===== config.mk =====
export PLATFORM = sky130hd
export DESIGN_NAME = instr_fetch_unit
export DESIGN_NICKNAME = d
export VERILOG_FILES = /design/src/rtl/instr_fetch_unit.sv
export SDC_FILE = /design/constraint.sdc
export NUM_CORES = 1
export LEC_CHECK = 0
export BUFFER_PORTS_ARGS = -buffer_cell sky130_fd_sc_hd__buf_2
export CAP_MARGIN = 10
export CELL_PAD_IN_SITES_DETAIL_PLACEMENT = 0
export CELL_PAD_IN_SITES_GLOBAL_PLACEMENT = 1
export CORE_ASPECT_RATIO = 0.8
export CORE_MARGIN = 2
export CORE_UTILIZATION = 37
export DETAILED_ROUTE_END_ITERATION = 12
export GPL_ROUTABILITY_DRIVEN = 0
export GPL_TIMING_DRIVEN = 0
export MAX_ROUTING_LAYER = met4
export PLACE_DENSITY = 0.87
export SLEW_MARGIN = 20
export SYNTH_ARGS = -nofsm -noshare
export SYNTH_HDL_FRONTEND = slang
export SYNTH_SLANG_ARGS = --single-unit

===== constraint.sdc =====
create_clock -name clk -period 3.1 [get_ports clk]
set_input_delay 0.465 -clock clk [delete_from_list [all_inputs] [get_ports clk]]
set_output_delay 0.465 -clock clk [all_outputs]
set_load 0.005 [all_outputs]

===== src/rtl/instr_fetch_unit.sv =====
// Instruction fetch stage: owns the PC, issues word reads to a synchronous
// instruction memory, buffers returned words in a small queue, and hands
// them to decode over a valid/ready handshake. Execute-stage redirects
// flush the queue and restart fetch at the target.
module instr_fetch_unit #(
  parameter logic [31:0] RESET_PC = 32'h0000_0000,
  parameter int          DEPTH    = 2
) (
  input  logic        clk,
  input  logic        rst,
  output logic        imem_req,
  output logic [31:0] imem_addr,
  input  logic [31:0] imem_rdata,
  input  logic        redirect,
  input  logic [31:0] redirect_pc,
  output logic        instr_valid,
  input  logic        instr_ready,
  output logic [31:0] instr,
  output logic [31:0] instr_pc,
  output logic [31:0] instr_pc_plus4,
  output logic [6:0]  op
);

  localparam int          PW      = (DEPTH == 4) ? 2 : 1;
  localparam logic [3:0]  DEPTH_W = 4'(DEPTH);
  localparam logic [31:0] NOP     = 32'h0000_0013;

  logic [31:0]   fetch_pc_q, fetch_pc_d;
  logic [31:0]   req_pc_q,   req_pc_d;
  logic [2:0]    count_q,    count_d;
  logic          inflight_q, inflight_d;
  logic          kill_q,     kill_d;
  logic [PW-1:0] head_q,     head_d;
  logic [PW-1:0] tail_q,     tail_d;
  logic [31:0]   pc_mem_q  [DEPTH];
  logic [31:0]   pc_mem_d  [DEPTH];
  logic [31:0]   ins_mem_q [DEPTH];
  logic [31:0]   ins_mem_d [DEPTH];

  logic       pop;
  logic       wr;
  logic [3:0] occ;

  // Handshake, issue decision and head presentation.
  // Occupancy counts the in-flight request so a response always has a slot.
  always_comb begin
    instr_valid    = (count_q != 3'd0);
    pop            = instr_valid & instr_ready;
    wr             = inflight_q & ~kill_q & ~redirect;
    occ            = {1'b0, count_q} + {3'b000, inflight_q} - {3'b000, pop};
    imem_req       = ~rst & ~redirect & (occ < DEPTH_W);
    imem_addr      = fetch_pc_q;
    instr          = instr_valid ? ins_mem_q[head_q] : NOP;
    instr_pc       = pc_mem_q[head_q];
    instr_pc_plus4 = instr_pc + 32'd4;
    op             = instr[6:0];
  end

  // Next-state: PC advance/redirect, queue write/pop, flush on redirect.
  always_comb begin
    fetch_pc_d = fetch_pc_q;
    req_pc_d   = req_pc_q;
    inflight_d = imem_req;
    // A request issued alongside a redirect would belong to the old path;
    // issue is already blocked then, so this stays low but guards the invariant.
    kill_d     = redirect & imem_req;
    head_d     = head_q + PW'(pop);
    tail_d     = tail_q + PW'(wr);
    count_d    = count_q + 3'(wr) - 3'(pop);
    pc_mem_d   = pc_mem_q;
    ins_mem_d  = ins_mem_q;

    if (imem_req) begin
      fetch_pc_d = fetch_pc_q + 32'd4;
      req_pc_d   = fetch_pc_q;
    end
    if (wr) begin
      pc_mem_d[tail_q]  = req_pc_q;
      ins_mem_d[tail_q] = imem_rdata;
    end
    if (redirect) begin
      fetch_pc_d = redirect_pc & 32'hFFFF_FFFC;
      count_d    = 3'd0;
      head_d     = '0;
      tail_d     = '0;
    end
  end

  // State registers with synchronous reset; storage resets to {0, NOP}.
  always_ff @(posedge clk) begin
    if (rst) begin
      fetch_pc_q <= RESET_PC;
      req_pc_q   <= 32'd0;
      count_q    <= 3'd0;
      inflight_q <= 1'b0;
      kill_q     <= 1'b0;
      head_q     <= '0;
      tail_q     <= '0;
      for (int i = 0; i < DEPTH; i++) begin
        pc_mem_q[i]  <= 32'd0;
        ins_mem_q[i] <= NOP;
      end
    end else begin
      fetch_pc_q <= fetch_pc_d;
      req_pc_q   <= req_pc_d;
      count_q    <= count_d;
      inflight_q <= inflight_d;
      kill_q     <= kill_d;
      head_q     <= head_d;
      tail_q     <= tail_d;
      pc_mem_q   <= pc_mem_d;
      ins_mem_q  <= ins_mem_d;
    end
  end

endmodule


; Word level (Yosys, flattened, before mapping)
; Cells that the tools add are included.
[totals]
reg_bits = 199
input_bits = 68
output_inout_bits = 137
elab_cells = 52
[op_classes]
addsub = 8
n_lt_le_gt_ge = 4
mux = 13
bitwise = 11
n_reduce_logical = 4
[op_table]
columns = operator, count
row1 = $mux 32, 10
row2 = $bwmux 64, 2
row3 = $add 32x3->32 const B, 2
row4 = $demux 32 s1, 1
row5 = $and 1x1->1, 6
row6 = $add 3x1->4, 1
row7 = $ge 2x2->1 const B, 2
row8 = $lt 4x2->1 const B, 1
row9 = $not 1->2, 2
row10 = $sub 4x1->4, 1
row11 = $add 3x1->3, 1
row12 = $not 1->1, 3
row13 = $reduce_bool 3->1, 1
row14 = $sub 3x1->3, 1
row15 = $add 1x1->1, 2
row16 = $lt 2x1->1 const B, 1
row17 = $reduce_bool 2->1, 1
row18 = $reduce_or 2->1, 1
row19 = $logic_and 1x1->1, 1

; Longest topological paths before layout
; Gate-level depths: netlist (run 1).
[depth]
ltp_word = 7
ltp_mapped = 13

; Worst setup path after synthesis (run 1)
; No wires, ideal clock.
[synth_timing]
path_kind = register -> output
startpoint = register head_q
endpoint = output port instr_pc_plus4[30]
t_arrival_ns = 2.733
t_required_ns = 2.635
setup_slack_ns = -0.098
path_stages_with_launch = 13
n_path_buf = 4
path_cell_list = dfxtp_1 buf_2 buf_2 buf_2 buf_2 mux2i_1 inv_1 ha_1 nand4_1 a211oi_1 nand4_1 nor3_1 xnor2_1
[synth_via]
elab_chain_cells = 5
[synth_lines]
columns = element, line
row1 = start: declaration, 33  ; logic [PW-1:0] head_q, head_d;
row2 = start signal: assignment, 97  ; head_q <= '0;
row3 = start signal: assignment, 109  ; head_q <= head_d;
row4 = $not 1->2 (not written as such), 54  ; instr_pc = pc_mem_q[head_q];
row5 = $mux 32 (not written as such) (3 in series), 54
row6 = named net instr_pc[2], 19  ; output logic [31:0] instr_pc,
row7 = $add 32x3->32, 55  ; instr_pc_plus4 = instr_pc + 32'd4;
row8 = end: declaration, 20  ; output logic [31:0] instr_pc_plus4,
; The timed path passes the listed nets, and every way through them passes these cells. The select of a mux whose other input is x is not followed.

; Final worst setup path (run 1)
[layout_timing]
startpoint = register head_q
endpoint = output port instr_pc_plus4[18]
[layout_via]
elab_chain_cells = 5
[layout_lines]
columns = element, line
row1 = $not 1->2 (not written as such), 54
row2 = $mux 32 (not written as such) (3 in series), 54
row3 = $add 32x3->32, 55
; Every way passes these cells. The select of a mux whose other input is x is not followed.

==> results of run 1 <==
## worst min-delay path by stage
stage,start,to,slack [ns],cells past startpoint
finish,imem_rdata[1],ins_mem_q[33],0.26,3
global route,imem_rdata[1],ins_mem_q[33],0.27,3
CTS,redirect_pc[22],imem_addr[22],0.25,2
detailed placement,req_pc_q[23],req_pc_q[23],0.46,2
global placement,ins_mem_q[32],ins_mem_q[32],0.45,2
floorplan,ins_mem_q[32],ins_mem_q[32],0.44,2
## stage by stage
| step | utilization [%] | setup TNS [ns] | worst slack (ns) |
|---|---|---|---|
| finish | 48.3 | -1.72 | -0.227 |
| global route | 48.3 | -2.67 | -0.321 |
| CTS | 47.9 | -3.62 | -0.376 |
| detailed placement | 43.5 | -73.18 | -1.21 |
| global placement | 43.5 | -72.49 | -1.19 |
| floorplan | - | 0 | 0.0510 |
## metal layers
metal  routed length [um]  vias up  part of all wire (%)
met5                    0        -                     0
met4                  310        0                   1.1
met3                 1540       27                   5.4
met2                12900      251                    46
met1                13600     4060                    48
li1                     -     4121                     -
## worst min-delay path, stage by stage
cell and delay (ns):
buf_2 0.09, mux2i_1 0.06, nand2_1 0.06
## cells by family (layout without fill, tap and decap cells)
logic type                 after synthesis  count (layout)
and+or+nand+nor                        422             422
muxes                                  194             194
DFF                                    191             191
buffers and inverters                  107             367
AOI/OAI and AO/OA                       93              93
xor gates and xnor gates                35              35
adders and majority gates                9               9
other                                    1               8
## cell usage after synthesis, types with 6 or more instances
| library cell | number |
|---|---|
| o31ai_1 | 6 |
| nand4b_1 | 6 |
| nand2_1 | 114 |
| a311oi_1 | 9 |
| dfxtp_1 | 191 |
| a21oi_1 | 33 |
| nand4_1 | 18 |
| mux2i_1 | 177 |
| nor2_1 | 190 |
| a211oi_1 | 7 |
| ha_1 | 7 |
| buf_2 | 12 |
| nor4_1 | 11 |
| xor2_1 | 17 |
| nor3_1 | 10 |
| and3_1 | 10 |
| mux2_2 | 17 |
| inv_1 | 24 |
| nand3_1 | 24 |
| xnor2_1 | 18 |
| clkbuf_1 | 35 |
| buf_1 | 20 |
| buf_4 | 13 |
## power by group
part	total (uW)	internal (uW)	leakage, uW	switching (uW)
combinational	510	209	0.00293	301
sequential	2590	2510	0.00155	80.4
clock	2180	1140	0.000284	1040
## cell type report
cell class                      count  area (um^2)
Fill cell                        2418        12700
Multi-Input combinational cell    760         5210
Sequential cell                   191         3840
Timing Repair Buffer              233         1290
Clock buffer                       17          425
Buffer                             78          422
Tap cell                          318          398
Clock inverter                     15          154
Inverter                           24         92.6
Antenna cell                        1         2.50
## registers in the layout, indices dropped and copies added, names as in the netlist
signal      flops
head_q          1
count_q         3
imem_addr      30
req_pc_q       30
inflight_q      1
pc_mem_q       60
tail_q          1
kill_q          1
ins_mem_q      64
## repair_timing
action | in CTS | in global routing
resized for setup | 68 | 30
pin swaps | 21 | 15
endpoints found under the setup margin | 130 | 137
hold buffers | 0 | 0
setup buffers | 29 | 11
==> metrics.txt, run 1 <==
outcome finished with violations; violated checks negative setup slack; M1 GR Usage 29.2%; DP Wirelength 20400 um; Setup crit end kind primary output; Crit path required time 2.63 ns; first-pass GRT wire length 44300 um; Tot Pwr 5280 uW; pwr/cell area 447 nW/um^2; CTS Sinks about 190; final hold violations 0; Gate Count Post-Synth 1052; proportion of synthesized area in mux cells 21.2%; die height roughly 150 um; startpoint types flip-flop; Avg Cell Area, Syn ~9 um^2; Tcrit/Tclk final 107%; DR vias/cell a little over 5; met2 usage 34.1%; Critical Path Slowest Stage Cell a211oi_4; Worst-Skew Late Latency roughly 0.44 ns; Most Crowded Layer GR met2; initial antenna violation count 2; most common cell after layout, fill and taps aside buf_2; DRC Markers 0; H-tree depth 4; Placed Cells 1570; synth top area cells dfxtp_1, mux2i_1, nor2_1; CTS Buffer Depth 2; Post-DRT Antenna Nets 0; P_leak around 0.0048 uW; # port buffers 194; Total Nets Final 1382; Yosys warning count 0; Main synth FF type dfxtp_1; Synth Area in Compound Gates roughly 7.0%; largest net degree at the start of global routing 19; Reg2Reg Launch Point count_q[1]; flop-to-flop setup slack 0.08 ns; Max FO, Critical Path 4; Final Worst Setup Slack -0.227 ns; fmax 301 MHz; die footprint roughly 26000 um^2; Least-Margin Pin Slew 0.792 ns; Crit path depth 12; CP endpoint instr_pc_plus4[18]; critical path type flip-flop to primary output; share of cells above drive strength 1 27.6%; cell chain of the critical path buf_12, buf_12, mux2i_4, inv_2, ha_4, nand4_1, a211oi_4, nand3_2, buf_6, nor2_4, xor2_2, buf_2; max cap viols 0; Post-Route Skew 0.0174 ns; Worst Hold Slack 0.264 ns; cell repeated most along the worst path buf_12; Overflow after GRT 0; Hold WC Path Type primary input to flip-flop; GRT Overall Usage 21.8%; CTS Root Cell clkbuf_16; starting DRC count in detailed routing 529; Top delay family on crit path buffers and inverters; Cell Area, Synth a little over 9000 um^2; crit path DAT 2.86 ns; crit-path max cell delay 0.45 ns; DRT Pass-1 Iters 5; post-synthesis simple-gate area fraction 20.7%; max-slew violations 0; Clk pin slew, worst setup/hold paths 0.07 ns; Yosys top cell by area dfxtp_1; synthesized flop and latch total ~190; row cnt 51; Synth-to-Final Area Change 27.6%; RSZ-0062 raised after global routing true; R2R depth 12; sequential area share after synthesis 41.2%; final setup vio count 12; top cell type's share of synthesized area 41.2%; Async SR Flop Fraction 0%; Peak VDD IR 0.388 mV; WL/cell approximately 17 um; Post-synth EDFFs 0; Synth Area in Adders between 1 and 1.5%; fin area about 12000 um^2; largest family of logic cells by synthesized area multiplexers; Post-Synth XOR/XNOR Area roughly 3.3%; Critical path buffers and inverters 5; CTS tree built; cts bufs inserted 17; reg2reg end imem_addr[14]; Die W roughly 180 um; Core Footprint 24500 um^2; DR vias 8459; post-synth cell types 63; Crit. Startpoint head_q; grt met3 use 4.35%; Worst slew margin 47.2%; initial cell density of the core approximately 38%; placed cell areas 10700 um^2; most frequent cells in the layout buf_2, dfxtp_1, nor2_1; I/O Pins slightly above 200; vias in the first global route 8269; final instance count without filler cells 1637; crit path time final around 3.3 ns; Post-Route WL about 28000 um
(Power assumes the default switching activity.)
==> run 2: changes to the inputs <==
--- a/config.mk
+++ b/config.mk
@@ -11,12 +11,13 @@
 export CELL_PAD_IN_SITES_GLOBAL_PLACEMENT = 1
 export CORE_ASPECT_RATIO = 0.8
 export CORE_MARGIN = 2
-export CORE_UTILIZATION = 37
+export CORE_UTILIZATION = 38
+export CTS_BUF_LIST = sky130_fd_sc_hd__clkbuf_8
 export DETAILED_ROUTE_END_ITERATION = 12
 export GPL_ROUTABILITY_DRIVEN = 0
 export GPL_TIMING_DRIVEN = 0
 export MAX_ROUTING_LAYER = met4
-export PLACE_DENSITY = 0.87
+export PLACE_DENSITY_LB_ADDON = 0.1
 export SLEW_MARGIN = 20
 export SYNTH_ARGS = -nofsm -noshare
 export SYNTH_HDL_FRONTEND = slang
==> metrics.txt, run 2 (same netlist as run 1, synthesis figures left out) <==
fin area 11700 um^2 (-0.73%); Least-Margin Pin Slew 0.821 ns (+0.0292 ns); Peak VDD IR 0.207 mV (-47%); fmax 289 MHz (-3.9%); DP Wirelength 20900 um (+2.5%); vias in the first global route 7825 (-5.4%); largest reg by FF count ins_mem_q; top flop regs ins_mem_q x64, pc_mem_q x60; share of cells above drive strength 1 27.2% (-0.39 points); RSZ-0062 raised after global routing true; final hold violations 0 (unchanged); GRT Overall Usage 23.1% (+1.3 points); Post-Route WL 29300 um (+3.5%); Post-DRT Antenna Nets 0 (unchanged); critical path type flip-flop to primary output; initial antenna violation count 0 (-2); Post-Route Skew 0.0153 ns (-0.00212 ns); # port buffers 194 (unchanged); startpoint types flip-flop; H-tree depth 4 (unchanged); DRC Markers 0 (unchanged); Crit. Startpoint head_q; most common cell after layout, fill and taps aside buf_2; starting DRC count in detailed routing 486 (-8.1%); DR vias/cell 5.10 (-1.3%); DRT Pass-1 Iters 5 (unchanged); CP endpoint instr_pc_plus4[30]; I/O Pins 205 (unchanged); max-slew violations 0 (unchanged); CTS tree built; CTS Sinks 191 (unchanged); Worst-Skew Late Latency 0.47 ns (+0.03 ns); WL/cell 17.9 um (+3.3%); Final Worst Setup Slack -0.364 ns (-0.137 ns); pwr/cell area 426 nW/um^2 (-4.7%); largest net degree at the start of global routing 17 (-2); Synth-to-Final Area Change 26.6%; flop-to-flop setup slack 0.16 ns (+0.08 ns); die footprint 25700 um^2 (-2.6%); Tcrit/Tclk final 112% (+4.4 points); crit path time final 3.46 ns (+0.137 ns); Die W 179 um (-1.3%); outcome finished with violations; Reg2Reg Launch Point count_q[0]; ant diodes 0 (-1); CTS Buffer Depth 2 (unchanged); reg2reg end imem_addr[29]; P_leak 0.00471 uW (-1.3%); Core Footprint 24200 um^2 (-1.3%); Setup crit end kind primary output; initial cell density of the core 38.3% (+0.50 points); Overflow after GRT 0 (unchanged); placed cell areas 10700 um^2 (unchanged); Max FO, Critical Path 5 (+1); row cnt 51 (unchanged); violated checks negative setup slack; die height 144 um (-1.3%); Hold WC Path Type primary input to flip-flop; CTS Root Cell clkbuf_8; max cap viols 0 (unchanged); max FFs per register 64 (unchanged); R2R depth 11 (-1); Total Nets Final 1388 (+0.43%); pre-CTS setup slack -1.13 ns (+0.0799 ns); Fill cells 2468 (+2.1%); Clk pin slew, worst setup/hold paths 0.10 ns (+0.03 ns); crit path DAT 3.00 ns (+0.14 ns); first-pass GRT wire length 44200 um (about the same); final setup vio count 12 (unchanged); Hold-fix buffers, CTS 0 (unchanged); most frequent cells in the layout buf_2, dfxtp_1, nor2_1; DR vias 8361 (-1.2%); cts bufs inserted 17 (unchanged); Crit path required time 2.63 ns (about the same); Worst slew margin 45.2% (-1.9 points)
==> run 2: worst max-delay path, stage by stage (launching register included) <==
cell and delay, ns:
dfxtp_4 0.38, buf_8 0.12, buf_12 0.11, buf_12 0.13
mux2i_4 0.19, inv_2 0.09, ha_4 0.14, nand4_1 0.17
a211oi_4 0.45, nand4_1 0.16, buf_6 0.19, nor3_4 0.12
xnor2_1 0.13, buf_2 0.13
==> run 2: what timing repair did <==
item	in CTS	in global routing
pin swaps	15	17
resized for setup	61	29
gates cloned	0	1
endpoints found under the setup margin	127	54
buffers inserted	34	13
==> run 2: power by group <==
group	switching [uW]	internal (uW)	leakage, uW	total (uW)
combinational	306	203	0.00293	509
clock	937	959	0.000224	1900
sequential	81.3	2510	0.00155	2590
==> run 2: worst min path at each step <==
stage | from | cells after the start | endpoint | slack (ns)
floorplan | ins_mem_q[32] | 2 | ins_mem_q[32] | 0.44
global placement | ins_mem_q[32] | 2 | ins_mem_q[32] | 0.46
detailed placement | ins_mem_q[36] | 2 | ins_mem_q[36] | 0.46
CTS | imem_rdata[4] | 3 | ins_mem_q[36] | 0.21
global route | imem_rdata[26] | 3 | ins_mem_q[58] | 0.23
finish | imem_rdata[4] | 3 | ins_mem_q[36] | 0.23
==> run 2: layout make-up <==
class	instances	area (um^2)	share of cell area (%)
Buffer	79	422	3.59
Clock buffer	17	234	1.99
Clock inverter	13	214	1.82
Inverter	24	97.6	0.831
Multi-Input combinational cell	761	5230	44.5
Sequential cell	191	3840	32.7
Tap cell	318	398	3.39
Timing Repair Buffer	237	1310	11.2
==> run 2: layer usage <==
layer	part of all wire, %	vias to the layer above	global-route usage [%]
met4	0.51	0	4.36
met5	0	-	-
met3	4.7	9	3.20
met1	50	4014	33.2
li1	-	4141	-
met2	45	197	34.8
==> run 2: stage by stage <==
stage | power [uW] | TNS [ns] | cells | utilization (%) | hold slack [ns]
final | 5000 | -3.64 | 1640 | 48.6 | 0.226
after global routing | 5180 | -5.49 | 1640 | 48.6 | 0.233
after CTS | 5040 | -3.42 | 1633 | 47.9 | 0.206
after detailed placement | 3110 | -72.15 | 1570 | 44.1 | 0.459
after global placement | 3110 | -73.40 | 1570 | 44.1 | 0.457
after floorplan | 2900 | 0 | 1058 | - | 0.441
